**src/rtl/display_pkg.sv**
```systemverilog
// Shared 800x600@60 display timing constants (40 MHz pixel clock) and
// pixel-position / pipeline-stage types used by the scan-out datapath.
package display_pkg;

    localparam int unsigned H_CNT_W = 11;
    localparam int unsigned V_CNT_W = 10;

    localparam logic [H_CNT_W-1:0] H_VISIBLE    = 11'd800;
    localparam logic [H_CNT_W-1:0] H_FRONT      = 11'd40;
    localparam logic [H_CNT_W-1:0] H_SYNC       = 11'd128;
    localparam logic [H_CNT_W-1:0] H_BACK       = 11'd88;
    localparam logic [H_CNT_W-1:0] H_TOTAL      = H_VISIBLE + H_FRONT + H_SYNC + H_BACK;
    localparam logic [H_CNT_W-1:0] H_SYNC_START = H_VISIBLE + H_FRONT;
    localparam logic [H_CNT_W-1:0] H_SYNC_END   = H_SYNC_START + H_SYNC;

    localparam logic [V_CNT_W-1:0] V_VISIBLE    = 10'd600;
    localparam logic [V_CNT_W-1:0] V_FRONT      = 10'd1;
    localparam logic [V_CNT_W-1:0] V_SYNC       = 10'd4;
    localparam logic [V_CNT_W-1:0] V_BACK       = 10'd23;
    localparam logic [V_CNT_W-1:0] V_TOTAL      = V_VISIBLE + V_FRONT + V_SYNC + V_BACK;
    localparam logic [V_CNT_W-1:0] V_SYNC_START = V_VISIBLE + V_FRONT;
    localparam logic [V_CNT_W-1:0] V_SYNC_END   = V_SYNC_START + V_SYNC;

    typedef struct packed {
        logic [H_CNT_W-1:0] h;
        logic [V_CNT_W-1:0] v;
    } pixel_pos_t;

    typedef struct packed {
        logic de;
        logic hsync;
        logic vsync;
    } sync_stage_t;

endpackage

```
**src/rtl/vga_timing.sv**
```systemverilog
// Raster counters for 800x600@60 plus undelayed visible/sync/frame-start
// decode; all decodes are forced low while reset is held.
module vga_timing
    import display_pkg::*;
(
    input  logic       clk_i,
    input  logic       reset_i,
    output pixel_pos_t pos_o,
    output logic       visible_o,
    output logic       hsync_o,
    output logic       vsync_o,
    output logic       frame_start_o
);

    logic [H_CNT_W-1:0] h_q;
    logic [H_CNT_W-1:0] h_d;
    logic [V_CNT_W-1:0] v_q;
    logic [V_CNT_W-1:0] v_d;

    // Next raster position: h every cycle, v on h wrap.
    always_comb begin
        h_d = h_q;
        v_d = v_q;
        if (h_q == (H_TOTAL - 11'd1)) begin
            h_d = '0;
            if (v_q == (V_TOTAL - 10'd1)) begin
                v_d = '0;
            end else begin
                v_d = v_q + 10'd1;
            end
        end else begin
            h_d = h_q + 11'd1;
            v_d = v_q;
        end
    end

    // Counter registers.
    always_ff @(posedge clk_i or posedge reset_i) begin
        if (reset_i) begin
            h_q <= '0;
            v_q <= '0;
        end else begin
            h_q <= h_d;
            v_q <= v_d;
        end
    end

    // Region decode; held low in reset so nothing reaches the pins.
    always_comb begin
        visible_o     = 1'b0;
        hsync_o       = 1'b0;
        vsync_o       = 1'b0;
        frame_start_o = 1'b0;
        if (reset_i) begin
            visible_o     = 1'b0;
            hsync_o       = 1'b0;
            vsync_o       = 1'b0;
            frame_start_o = 1'b0;
        end else begin
            visible_o     = (h_q < H_VISIBLE) && (v_q < V_VISIBLE);
            hsync_o       = (h_q >= H_SYNC_START) && (h_q < H_SYNC_END);
            vsync_o       = (v_q >= V_SYNC_START) && (v_q < V_SYNC_END);
            frame_start_o = (h_q == 11'd0) && (v_q == V_VISIBLE);
        end
    end

    assign pos_o = '{h: h_q, v: v_q};

endmodule

```
**src/rtl/pixel_scanout.sv**
```systemverilog
// Framebuffer -> palette -> VGA scan-out with 2x upscale and fixed latency 2.
// Optional RGB test pattern enabled by macro PIXEL_SCANOUT_TEST_PATTERN_EN.
module pixel_scanout
    import display_pkg::*;
#(
    parameter int unsigned RESOLUTION_X   = 400,
    parameter int unsigned RESOLUTION_Y   = 300,
    parameter int unsigned PALETTE_LENGTH = 256,
    parameter int unsigned COLOR_BITS     = 12
) (
    input  logic                              clk_i,
    input  logic                              reset_i,
`ifdef PIXEL_SCANOUT_TEST_PATTERN_EN
    input  logic                              test_pattern_i,
`endif
    output logic [$clog2(RESOLUTION_X)-1:0]   fb_rd_x_o,
    output logic [$clog2(RESOLUTION_Y)-1:0]   fb_rd_y_o,
    output logic                              fb_rd_en_o,
    input  logic [$clog2(PALETTE_LENGTH)-1:0] fb_rd_index_i,
    output logic [$clog2(PALETTE_LENGTH)-1:0] palette_rd_index_o,
    input  logic [COLOR_BITS-1:0]             palette_rd_color_i,
    output logic [COLOR_BITS-1:0]             rgb_o,
    output logic                              hsync_o,
    output logic                              vsync_o,
    output logic                              de_o,
    output logic                              frame_start_o
);

    localparam int X_W = $clog2(RESOLUTION_X);
    localparam int Y_W = $clog2(RESOLUTION_Y);

    pixel_pos_t  pos_s;
    logic        visible_s;
    logic        hsync_raw_s;
    logic        vsync_raw_s;
    sync_stage_t st1_d;
    sync_stage_t st1_q;
    sync_stage_t st2_d;
    sync_stage_t st2_q;

    vga_timing u_timing (
        .clk_i         (clk_i),
        .reset_i       (reset_i),
        .pos_o         (pos_s),
        .visible_o     (visible_s),
        .hsync_o       (hsync_raw_s),
        .vsync_o       (vsync_raw_s),
        .frame_start_o (frame_start_o)
    );

    // Framebuffer request: halve the raster position, park at 0 when blanked.
    always_comb begin
        fb_rd_en_o = visible_s;
        fb_rd_x_o  = '0;
        fb_rd_y_o  = '0;
        if (visible_s) begin
            fb_rd_x_o = X_W'(pos_s.h >> 1);
            fb_rd_y_o = Y_W'(pos_s.v >> 1);
        end else begin
            fb_rd_x_o = '0;
            fb_rd_y_o = '0;
        end
    end

    // Stage 1 forwards the returning index to the palette; blanked slots read entry 0.
    always_comb begin
        palette_rd_index_o = '0;
        if (st1_q.de) begin
            palette_rd_index_o = fb_rd_index_i;
        end else begin
            palette_rd_index_o = '0;
        end
    end

    // Sync/enable pipeline inputs.
    always_comb begin
        st1_d = '{de: visible_s, hsync: hsync_raw_s, vsync: vsync_raw_s};
        st2_d = st1_q;
    end

    // Two-deep sync/enable pipeline matching the fb + palette read latency.
    always_ff @(posedge clk_i or posedge reset_i) begin
        if (reset_i) begin
            st1_q <= '0;
            st2_q <= '0;
        end else begin
            st1_q <= st1_d;
            st2_q <= st2_d;
        end
    end

    assign de_o    = st2_q.de;
    assign hsync_o = st2_q.hsync;
    assign vsync_o = st2_q.vsync;

`ifdef PIXEL_SCANOUT_TEST_PATTERN_EN
    logic [X_W-1:0] x1_d;
    logic [X_W-1:0] x1_q;
    logic [X_W-1:0] x2_q;
    logic [Y_W-1:0] y1_d;
    logic [Y_W-1:0] y1_q;
    logic [Y_W-1:0] y2_q;
    logic [15:0]    x2_ext_s;
    logic [15:0]    y2_ext_s;

    // Carry the fb coordinate alongside the sync pipeline for the pattern.
    always_comb begin
        x1_d = fb_rd_x_o;
        y1_d = fb_rd_y_o;
    end

    // Coordinate pipeline registers.
    always_ff @(posedge clk_i or posedge reset_i) begin
        if (reset_i) begin
            x1_q <= '0;
            y1_q <= '0;
            x2_q <= '0;
            y2_q <= '0;
        end else begin
            x1_q <= x1_d;
            y1_q <= y1_d;
            x2_q <= x1_q;
            y2_q <= y1_q;
        end
    end

    assign x2_ext_s = 16'(x2_q);
    assign y2_ext_s = 16'(y2_q);

    // Pixel colour: pattern bypasses the palette when selected.
    always_comb begin
        rgb_o = '0;
        if (st2_q.de) begin
            if (test_pattern_i) begin
                rgb_o = COLOR_BITS'({x2_ext_s[7:4], y2_ext_s[7:4], 4'h0});
            end else begin
                rgb_o = palette_rd_color_i;
            end
        end else begin
            rgb_o = '0;
        end
    end
`else
    // Pixel colour straight from the palette, black during blanking.
    always_comb begin
        rgb_o = '0;
        if (st2_q.de) begin
            rgb_o = palette_rd_color_i;
        end else begin
            rgb_o = '0;
        end
    end
`endif

endmodule

```
**config.mk**
```make
export PLATFORM = sky130hd
export DESIGN_NAME = pixel_scanout
export DESIGN_NICKNAME = d
export VERILOG_FILES = /design/src/rtl/display_pkg.sv /design/src/rtl/vga_timing.sv /design/src/rtl/pixel_scanout.sv
export SDC_FILE = /design/constraint.sdc
export NUM_CORES = 1
export LEC_CHECK = 0
export BUFFER_PORTS_ARGS = -buffer_cell sky130_fd_sc_hd__buf_2
export CORE_AREA = 2 2 84 86
export CTS_CLUSTER_DIAMETER = 30
export DETAILED_ROUTE_END_ITERATION = 6
export DIE_AREA = 0 0 86 88
export GPL_ROUTABILITY_DRIVEN = 0
export SLEW_MARGIN = 30
export SYNTH_ARGS = -nofsm -noshare
export SYNTH_HDL_FRONTEND = slang
export SYNTH_HIERARCHICAL = 1
export SYNTH_SLANG_ARGS = --single-unit
```
**constraint.sdc**
```tcl
create_clock -name clk_i -period 4.3 [get_ports clk_i]
set_clock_uncertainty 0.15 [all_clocks]
set_input_delay 0.43 -clock clk_i [delete_from_list [all_inputs] [get_ports clk_i]]
set_output_delay 0.43 -clock clk_i [all_outputs]
set_load 0.01 [all_outputs]
```
# --- Word-level counts from Yosys, hierarchy flattened ---
# Cells that the tools add are included.
op_classes:
  add_sub_neg: 2
  magnitude_cmp: 6
  eq_ne: 3
  n_mux: 10
  n_reduce_logical: 5
ops:
  columns: ["cell", "count"]
  rows:
  - ["$lt A11 B10 Y1 const B", 2]
  - ["$eq A10 B10 Y1 const B", 2]
  - ["$lt A10 B10 Y1 const B", 2]
  - ["$mux W9", 2]
  - ["$mux W12", 1]
  - ["$add A11 B1 Y11 const B", 1]
  - ["$eq A11 B11 Y1 const B", 1]
  - ["$ge A11 B10 Y1 const B", 1]
  - ["$logic_not A11 Y1", 1]
  - ["$mux W11", 1]
  - ["$add A10 B1 Y10 const B", 1]
  - ["$ge A10 B10 Y1 const B", 1]
  - ["$mux W10", 1]
  - ["$mux W8", 1]
  - ["$logic_and A1 B1 Y1", 4]
  - ["$mux W1", 4]
word_totals:
  reg_bits: 27
  in_bits: 22
  wordCells: 34

# --- Longest topological paths before layout ---
# Gate-level depths: netlist of run 1.
depth:
  ltp_word: 4
  ltp_mapped: 6

# --- By module ---
# Netlist of run 1, hierarchy kept.
modules_own_cells:
  columns: ["mod", "n_inst", "cells_per_inst", "area_each_um2"]
  rows:
  - ["vga_timing", 1, 117, 1188.6]
  - ["pixel_scanout", 1, 47, 425.4]

# --- Least setup slack after synthesis of run 1 ---
# Ideal clock, no wire load.
synth_path:
  kind: "flip-flop to output port"
  from: "reg u_timing.h_q[5]"
  to: "out fb_rd_y_o[4]"
  arrival_ps: 1994
  required_ps: 3720
  setup_slack_ps: 1726
  stages_incl_launch_ff: 6
  path_cell_list: "dfrtp_1 or3_4 a311o_1 a21oi_1 buf_6 and2_1"
synth_via:
  elab_chain_len: 4
synth_rtl:
  columns: ["element", "line_no", "rtl"]
  rows:
  - ["start, declared", "vga_timing.sv:15", "logic [H_CNT_W-1:0] h_q;"]
  - ["start signal, assigned", "vga_timing.sv:40", "h_q <= '0;"]
  - ["start signal, assigned", "vga_timing.sv:43", "h_q <= h_d;"]
  - ["$lt A11 B10 Y1", "vga_timing.sv:60", "visible_o = (h_q < H_VISIBLE) && (v_q < V_VISIBLE);"]
  - ["$logic_and A1 B1 Y1", "vga_timing.sv:60", null]
  - ["$mux W1", "vga_timing.sv:54", "if (reset_i) begin"]
  - ["via fb_rd_en_o", "pixel_scanout.sv:18", "output logic fb_rd_en_o,"]
  - ["$mux W9", "pixel_scanout.sv:56", "if (visible_s) begin"]
  - ["end, declared", "pixel_scanout.sv:17", "output logic [$clog2(RESOLUTION_Y)-1:0] fb_rd_y_o,"]
# The timed path passes the listed nets, and every way through them passes these cells.

# --- Final worst setup path of run 1 ---
layout_path:
  from: "reg u_timing.h_q[5]"
  to: "out fb_rd_y_o[0]"
layout_via:
  elab_chain_len: 4
layout_rtl:
  columns: ["element", "line_no"]
  rows:
  - ["$lt A11 B10 Y1", "vga_timing.sv:60"]
  - ["$logic_and A1 B1 Y1", "vga_timing.sv:60"]
  - ["$mux W1", "vga_timing.sv:54"]
  - ["$mux W9", "pixel_scanout.sv:56"]
# No other way between the ends.

==> results of run 1 <==
==> timing repair <==
action | 4_1_cts | 5_1_grt
setup buffers | 0 | 0
hold endpoints to repair | 6 | 0
gates resized for setup | 0 | 0
hold buffers | 1 | 0
setup endpoints to repair | 0 | 0
==> power groups by stage <==
stage | clock [mW] | sequential, mW | combinational (mW)
finish | 0.140 | 0.256 | 0.0440
global route | 0.161 | 0.257 | 0.0491
CTS | 0.149 | 0.257 | 0.0449
detailed placement | 0 | 0.262 | 0.0442
global placement | 0 | 0.261 | 0.0440
floorplan | 0 | 0.261 | 0.0217
==> area by class of cell <==
cell class              count  area, um2
fillers                   698       4570
multi-input cells         124        878
flip-flops and latches     27        676
repair buffers             67        345
well taps                  80        100
clock buffers               3       41.3
inverters                   7       26.3
clock inverters             1       5.00
==> metrics by stage <==
| stage | setup slack (ns) | hold WS (ns) | utilization (%) | total power [mW] |
|---|---|---|---|---|
| 2_1_floorplan | 1.73 | 0.0710 | - | 0.283 |
| 3_3_place_gp | 1.62 | 0.186 | 30.3 | 0.305 |
| 3_5_place_dp | 1.50 | 0.186 | 30.3 | 0.306 |
| 4_1_cts | 1.18 | 0.208 | 31.2 | 0.451 |
| 5_1_grt | 0.968 | 0.230 | 31.2 | 0.467 |
| 6_report | 1.23 | 0.204 | 31.2 | 0.441 |
==> critical path: cells and delay by family, from the launching register on <==
kind                   cells  cell delay, ns
buffers and inverters      2            0.40
DFF                        1            0.45
and+or+nand+nor            2            0.58
AOI/OAI and AO/OA          2            0.79
==> worst max-delay path by stage <==
stage,from,endpoint
after global placement,u_timing/h_q[5],fb_rd_y_o[8]
final,u_timing/h_q[5],fb_rd_y_o[0]
after detailed placement,u_timing/h_q[5],fb_rd_y_o[8]
after global routing,u_timing/h_q[5],fb_rd_y_o[8]
after floorplan,u_timing/h_q[5],fb_rd_y_o[4]
after CTS,u_timing/h_q[5],fb_rd_x_o[0]
==> metal layers <==
metal  up-vias  share of wire, %
met5         -                 0
met4         0              0.55
met3         2               7.3
met2        59                47
met1       646                45
li1        698                 -
==> cells by family after synthesis <==
kind of cell             after synthesis  share of synthesized area (%)
buffers and inverters                 13                           3.72
multiplexers                           2                           1.40
adder cells (fa/ha/maj)                5                           3.88
XOR/XNOR                              12                           6.51
flip-flops                            27                           41.9
AND/OR/NAND/NOR                       87                           33.3
AO/OA/AOI/OAI                         18                           9.38
==> Yosys cell counts, types with 2 or more instances <==
master	n	area (um2)
nand3_1	3	15.0
and2_2	14	105
inv_1	7	26.3
buf_2	2	10.0
xor2_1	8	70.1
nand2_1	9	33.8
clkbuf_1	2	7.51
and4_1	4	35.0
nor4_1	4	25.0
nor2b_1	2	12.5
o41ai_1	2	17.5
mux2_2	2	22.5
nand4_1	5	31.3
ha_1	5	62.6
o21ai_0	3	15.0
and2_1	26	163
xnor2_1	4	35.0
dfrtp_1	27	676
a32o_1	2	20.0
nor2_1	13	48.8
==> sequential cells by signal (all words and copies together) (netlist names) <==
register / count
hsync_o: 1
u_timing/h_q: 11
st1_q: 3
u_timing/v_q: 10
vsync_o: 1
de_o: 1
==> impl_metrics.ini, run 1 <==
[finish]
syn2layout_area_growth_pct = 28.4
drive_gt1_share_pct = 39.3
final_cells = 309
nNetsFinal = 257
antennaDiodeCount = 0
fin_area_um2 = 2070
final_common_cell = buf_2
final_cell_mix = 64 x buf_2, 27 x dfrtp_1, 26 x and2_1

[global_route]
grtUsageMet1_pct = 12.3
grt_usage_pct = 10.1
grt_pass1_vias = 1306
antenna_found_initial = 0
grtUsageMet2_pct = 18.1
grt_max_degree = 22
grt_use_met3_pct = 1.98
busiest_layer = met2
gr-total-overflow = 0
grt_first_pass_wirelength_mm = 6.11

[worst_setup_path]
required_ns = 3.72
r2r_start = u_timing/h_q[0]
max_stage_delay_ns = 0.45
r2r_cells = 6
worst_ep_arrival_time_ns = 2.49
r2r_end = u_timing/v_q[6]
crit_chain = or3_4, a311o_1, a21oi_1, buf_4, and2_2, buf_2
crit_type = register to output port
r2r_slack_ns = 1.74
crit_fanout = 12
end_kind = output port
cp_slowest_cell = dfrtp_1
worst_setup_path_start_kind = register

[synthesis]
yosysWarnings = 6
ys_seq_area_share_pct = 41.9
syn_avg_cell_area_um2 = 9.84
async_flop_share_pct = 100
syn_inst = 164
synth_edf_count = 0
yosys_most_used_dff = dfrtp_1
syn_nets = 191
ys_types = 40
synth-seq-cells = 27
synth_area_um2 = 1610

[place]
dpl.cell_count = 304
dpl_cell_area_um2 = 2020
hpwl_mm = 2.92
port_buffers = 64

[floorplanning]
die_h_um = 88
fp-row-count = 30
initial_core_util_pct = 24.3
die-area_um2 = 7570
coreArea_um2 = 6640
ios = 65
die_w_um = 86

[min_path]
min_path_type = register to register
hold_path_depth = 0
hp-start = st1_q[0]
hold_end = vsync_o

[route]
drtPass1Iterations = 4
drc = 0
initialDrtViolationCount = 27
vias_per_cell = 4.55
routed_wl_mm = 3.79
drtAntennaViolNets = 0
avgRoutedWirePerCell_um = 12.3
dr_total_vias = 1405

[job]
maxCapViolCount = 0

[pwr]
ir_drop_uv = 99.0
sw_frac_of_total_pct = 22.7
pwr-share-seq_pct = 58.2
power.share.clock_pct = 31.9
combPwrFrac_pct = 10.0
powerDensity_nw_per_um2 = 213
p_int_mw = 0.341
leakage_nw = 1.10
switching_power_mw = 0.100

[clocking]
clock_sinks = 27
cts_buffers = 3
max-clock-path-buffers = 2
ctsHtreeMaxLevel = 1
tritoncts = yes
clkLatencyLatePin_ns = 0.27
path_clk_slew_ns = 0.09
cts_root_buf = clkbuf_8

[timing]
setup_viol = 0
tightestPinTransition_ns = 0.821
max-slew-margin-rel_pct = 45.2
slew_violations = 0
hold_violations = 0
rsz0062_at_grt = false
layout_min_cycle_time_ns = 3.07
timing.final.crit_share_pct = 71.4
tns_ns = 0
fmax_mhz = 326

[outcome]
status = finished clean
Power figures use the tool's default switching activity.
==> inputs of run 2 (changes only) <==
- clock period: 4.3 -> 2.8 ns (I/O delays scaled with it)
==> impl_metrics.ini, run 2 (synthesis results as in run 1) <==
[job]
maxCapViolCount = 0

[route]
drtPass1Iterations = 4
vias_per_cell = 4.59
drtAntennaViolNets = 0
routed_wl_mm = 3.84
dr_total_vias = 1428
avgRoutedWirePerCell_um = 12.3
drc = 0
initialDrtViolationCount = 37

[clocking]
max-clock-path-buffers = 2
tritoncts = yes
clkLatencyLatePin_ns = 0.27
post_cts_buffers = 0
cts_buffers = 3
ctsHtreeMaxLevel = 1
cts_root_buf = clkbuf_8
clock_sinks = 27
path_clk_slew_ns = 0.10

[worst_setup_path]
worst_setup_path_start_kind = register
crit_type = register to output port
end_kind = output port
required_ns = 2.37
worst_ep_arrival_time_ns = 2.16
crit_fanout = 12

[pwr]
ir_drop_uv = 161
p_int_mw = 0.524
sw_frac_of_total_pct = 23.4
power.share.clock_pct = 32.4
combPwrFrac_pct = 10.0
powerDensity_nw_per_um2 = 328
leakage_nw = 1.11
switching_power_mw = 0.160
pwr-share-seq_pct = 57.6

[finish]
syn2layout_area_growth_pct = 29.3
final_cell_mix = 64 x buf_2, 27 x dfrtp_1, 26 x and2_1
fin_area_um2 = 2090
final_common_cell = buf_2
fillers = 707
top_regs = u_timing/h_q (11), u_timing/v_q (10), st1_q (3)
nNetsFinal = 259
antennaDiodeCount = 0
multi_input_area_um2 = 878
drive_gt1_share_pct = 39.8
register_area_um2 = 676
top_register = u_timing/h_q
largest_reg_flops = 11

[floorplanning]
coreArea_um2 = 6640
ios = 65
die_h_um = 88
die-area_um2 = 7570
initial_core_util_pct = 24.3
die_w_um = 86
fp-row-count = 30

[timing]
slew_violations = 0
hold_violations = 0
setup_viol = 0
max-slew-margin-rel_pct = 44.0
timing.final.crit_share_pct = 92.5
holdWs_ns = 0.207
tightestPinTransition_ns = 0.839
layout_min_cycle_time_ns = 2.59
tns_ns = 0
fmax_mhz = 386
rsz0062_at_grt = false

[global_route]
grt_max_degree = 22
grt_first_pass_wirelength_mm = 6.29
gr-total-overflow = 0
antenna_found_initial = 0
grt_pass1_vias = 1323
grt_usage_pct = 10.2

[place]
dpl_cell_area_um2 = 2030
hpwl_mm = 2.98
port_buffers = 64

[outcome]
status = finished clean

[min_path]
min_path_type = register to register
run 2: changes by cell type in the layout (fill, tap and decap cells not counted), sizes merged:
cell	previous run	this run
buf	66	68
run 2: final cells by class:
class	count	share of cell area [%]
Sequential cell	27	32.4
Tap cell	80	4.80
Clock inverter	1	0.240
Clock buffer	3	1.98
Timing Repair Buffer	69	17.3
Inverter	7	1.26
Multi-Input combinational cell	124	42.1
run 2: layer usage:
| metal | part of all wire (%) | wire length (um) | vias up | GRT usage (%) |
|---|---|---|---|---|
| met3 | 6.5 | 250 | 4 | 1.98 |
| li1 | - | - | 700 | - |
| met4 | 1.1 | 41 | 0 | 2.31 |
| met5 | 0 | 0 | - | 0 |
| met1 | 46 | 1770 | 669 | 13.5 |
| met2 | 46 | 1770 | 55 | 17.5 |
run 2: worst max-delay path, cell delays in order, from the launching register on:
cell,delay [ns]
dfrtp_1,0.46
or3_4,0.43
a311o_1,0.36
a21oi_1,0.16
buf_4,0.20
and2_2,0.14
buf_2,0.13
run 2: path summary, 6_finish.rpt:
path / end / start / depth (start not counted) / slack [ns]
worst min register to register: hsync_o / st1_q[1] / 0 / 0.21
min in group asynchronous: st1_q[1] / reset_i / 3 / 0.37
max in group asynchronous: u_timing/v_q[8] / reset_i / 3 / 1.36
worst min-delay path: hsync_o / st1_q[1] / 0 / 0.21
worst max-delay path: fb_rd_y_o[8] / u_timing/h_q[5] / 6 / 0.21
worst max register to register: u_timing/v_q[6] / u_timing/h_q[5] / 4 / 0.39
run 2: stage by stage:
stage          power [mW]  std cells  utilization (%)  setup WS, ns
2_1_floorplan       0.434        164                -         0.376
3_3_place_gp        0.470        306             30.6         0.511
3_5_place_dp        0.471        306             30.6         0.402
4_1_cts             0.698        311             31.4         0.176
5_1_grt             0.724        311             31.4        0.0708
6_report            0.684        311             31.4         0.209
run 2: repair_timing:
item / CTS / global route
setup endpoints to repair: 0 / 0
endpoints found under the hold margin: 6 / 0
hold buffers: 1 / 0
resized for setup: 0 / 0
run 2: power by group through the flow:
| stage | logic, mW | registers, mW | clock network, mW |
|---|---|---|---|
| after floorplan | 0.0334 | 0.401 | 0 |
| after global placement | 0.0689 | 0.402 | 0 |
| after detailed placement | 0.0692 | 0.402 | 0 |
| after CTS | 0.0703 | 0.394 | 0.234 |
| after global routing | 0.0764 | 0.395 | 0.252 |
| final | 0.0687 | 0.394 | 0.222 |
==> inputs of run 3 (changes only) <==
- ABC_AREA: not set -> 1
- CORE_AREA: 2 2 84 86 -> 2 2 89 91
- DIE_AREA: 0 0 86 88 -> 0 0 91 93
==> impl_metrics.ini, run 3 <==
[global_route]
grt_first_pass_wirelength_mm = 7.60
grt_max_degree = 22
grt_usage_pct = 10.9
grtUsageMet1_pct = 13.6
grtUsageMet2_pct = 19.0
busiest_layer = met2
gr-total-overflow = 0
grt_use_met3_pct = 2.82
antenna_found_initial = 0
grt_pass1_vias = 1703

[clocking]
clock_sinks = 27
cts_root_buf = clkbuf_8
post_cts_buffers = 0
cts_buffers = 3
tritoncts = yes
path_clk_slew_ns = 0.10
clkLatencyLatePin_ns = 0.28
max-clock-path-buffers = 2
ctsHtreeMaxLevel = 1

[synthesis]
syn_inst = 278
yosys_most_used_dff = dfrtp_1
async_flop_share_pct = 100
synthTopCellsByArea = dfrtp_1 37%, nand2_1 17%, inv_1 14%, nor2_1 5.1%, nand3_1 4.1%
yosys.cell_count.top_type = nand2_1
yosysTopAreaCellShare_pct = 36.7
ys_seq_area_share_pct = 36.7
syn_nets = 305
syn_avg_cell_area_um2 = 6.62
synth_edf_count = 0
synth_area_um2 = 1840
yosysTopAreaCell = dfrtp_1
yosysWarnings = 6
synth.cells.most_frequent = 82 x nand2_1, 70 x inv_1, 27 x dfrtp_1
synth-seq-cells = 27
ys_types = 26

[worst_setup_path]
crit_fanout = 15
critical_path_buf_inv_count = 6
setup.worst_path.start = reset_i
end_kind = output port
worst_setup_path_start_kind = input port
crit_type = input port to output port
r2r_start = u_timing/v_q[0]
path_delay_family = buffers and inverters
required_ns = 2.37
max_stage_delay_ns = 0.53
crit_chain = dlygate4sd3_1, buf_2, inv_1, o21ai_0, nor3_2, buf_4, nand2_1, inv_1, buf_2
worst_ep_arrival_time_ns = 2.08
cp_slowest_cell = dlygate4sd3_1

[floorplanning]
die_w_um = 91
initial_core_util_pct = 24.5
ios = 65
die_h_um = 93
coreArea_um2 = 7530
die-area_um2 = 8460
fp-row-count = 32

[route]
drtAntennaViolNets = 0
drc = 0
drtPass1Iterations = 5
dr_total_vias = 1855
initialDrtViolationCount = 107
avgRoutedWirePerCell_um = 10.1
routed_wl_mm = 4.51
vias_per_cell = 4.16

[job]
maxCapViolCount = 0

[min_path]
hp-start = st1_q[1]
min_path_type = register to register

[finish]
largest_reg_flops = 11
top_register = u_timing/h_q
final_common_cell = nand2_1
top_regs = u_timing/h_q (11), u_timing/v_q (10), st1_q (3)
final_cell_mix = 82 x nand2_1, 70 x inv_1, 64 x buf_2
antennaDiodeCount = 0
fin_area_um2 = 2310
nNetsFinal = 372
drive_gt1_share_pct = 23.5
syn2layout_area_growth_pct = 25.8

[timing]
layout_min_cycle_time_ns = 2.51
slew_violations = 0
rsz0062_at_grt = false
timing.final.crit_share_pct = 89.5
setup_viol = 0
fmax_mhz = 399
hold_violations = 0
tns_ns = 0
max-slew-margin-rel_pct = 73.3
tightestPinTransition_ns = 0.398

[outcome]
status = finished clean

[pwr]
leakage_nw = 1.50
powerDensity_nw_per_um2 = 299
ir_drop_uv = 161

[place]
dpl_cell_area_um2 = 2260
hpwl_mm = 3.52
port_buffers = 64
[run 3: worst reg2reg max path: cells and delay by family, from the launching register on]
| kind | cells | cell delay [ns] |
|---|---|---|
| AND/OR/NAND/NOR | 3 | 0.60 |
| flip-flops | 1 | 0.46 |
| adder cells (fa/ha/maj) | 1 | 0.22 |
| AO/OA/AOI/OAI | 1 | 0.09 |
| buffers and inverters | 1 | 0.08 |
[run 3: metrics by stage]
step | worst slack, ns | power [mW] | cells | hold slack, ns | utilization [%]
2_1_floorplan | 0.470 | 0.441 | 278 | -0.0790 | -
4_1_cts | 0.243 | 0.707 | 446 | 0.209 | 30.8
3_3_place_gp | 0.694 | 0.474 | 441 | 0.0667 | 30.0
3_5_place_dp | 0.635 | 0.476 | 441 | 0.0762 | 30.0
6_report | 0.293 | 0.692 | 446 | 0.204 | 30.8
5_1_grt | 0.0979 | 0.731 | 446 | 0.212 | 30.8
[run 3: cell families after synthesis]
kind of cell	after synthesis	share of synthesized area (%)
AO/OA/AOI/OAI	19	5.44
XOR/XNOR	6	2.86
flip-flops	27	36.7
buffers and inverters	75	17.0
adder cells (fa/ha/maj)	5	3.40
AND/OR/NAND/NOR	146	34.6
[run 3: area by class of cell]
class,count,area (um2)
inverters,70,263
flip-flops and latches,27,676
clock inverters,1,5.00
well taps,102,128
clock buffers,3,41.3
multi-input cells,176,857
repair buffers,67,345
fillers,848,5210
[run 3: report_power, final]
| part | internal, mW | switching, mW | total [mW] |
|---|---|---|---|
| Sequential | 0.391 | 0.00386 | 0.395 |
| Combinational | 0.0316 | 0.0404 | 0.0721 |
| Clock | 0.0999 | 0.125 | 0.225 |
[run 3: worst paths after layout]
check                                  end  slack [ns]  cells after the start
max                           fb_rd_y_o[2]        0.29                      9
min                                hsync_o        0.20                      0
max reg2reg                u_timing/v_q[2]        1.08                      6
min reg2reg                        hsync_o        0.20                      0
max in group asynchronous  u_timing/h_q[0]        1.78                      4
min in group asynchronous         st1_q[1]        0.32                      3
[run 3: layer usage]
metal / up-vias / wire, um
li1: 952 / -
met4: 0 / 40
met5: - / 0
met2: 79 / 2040
met3: 4 / 381
met1: 820 / 2040
[run 3: what timing repair did]
action / CTS / global route
gates resized for setup: 0 / 0
endpoints found under the hold margin: 27 / 0
setup endpoints to repair: 0 / 0
hold buffers: 1 / 0
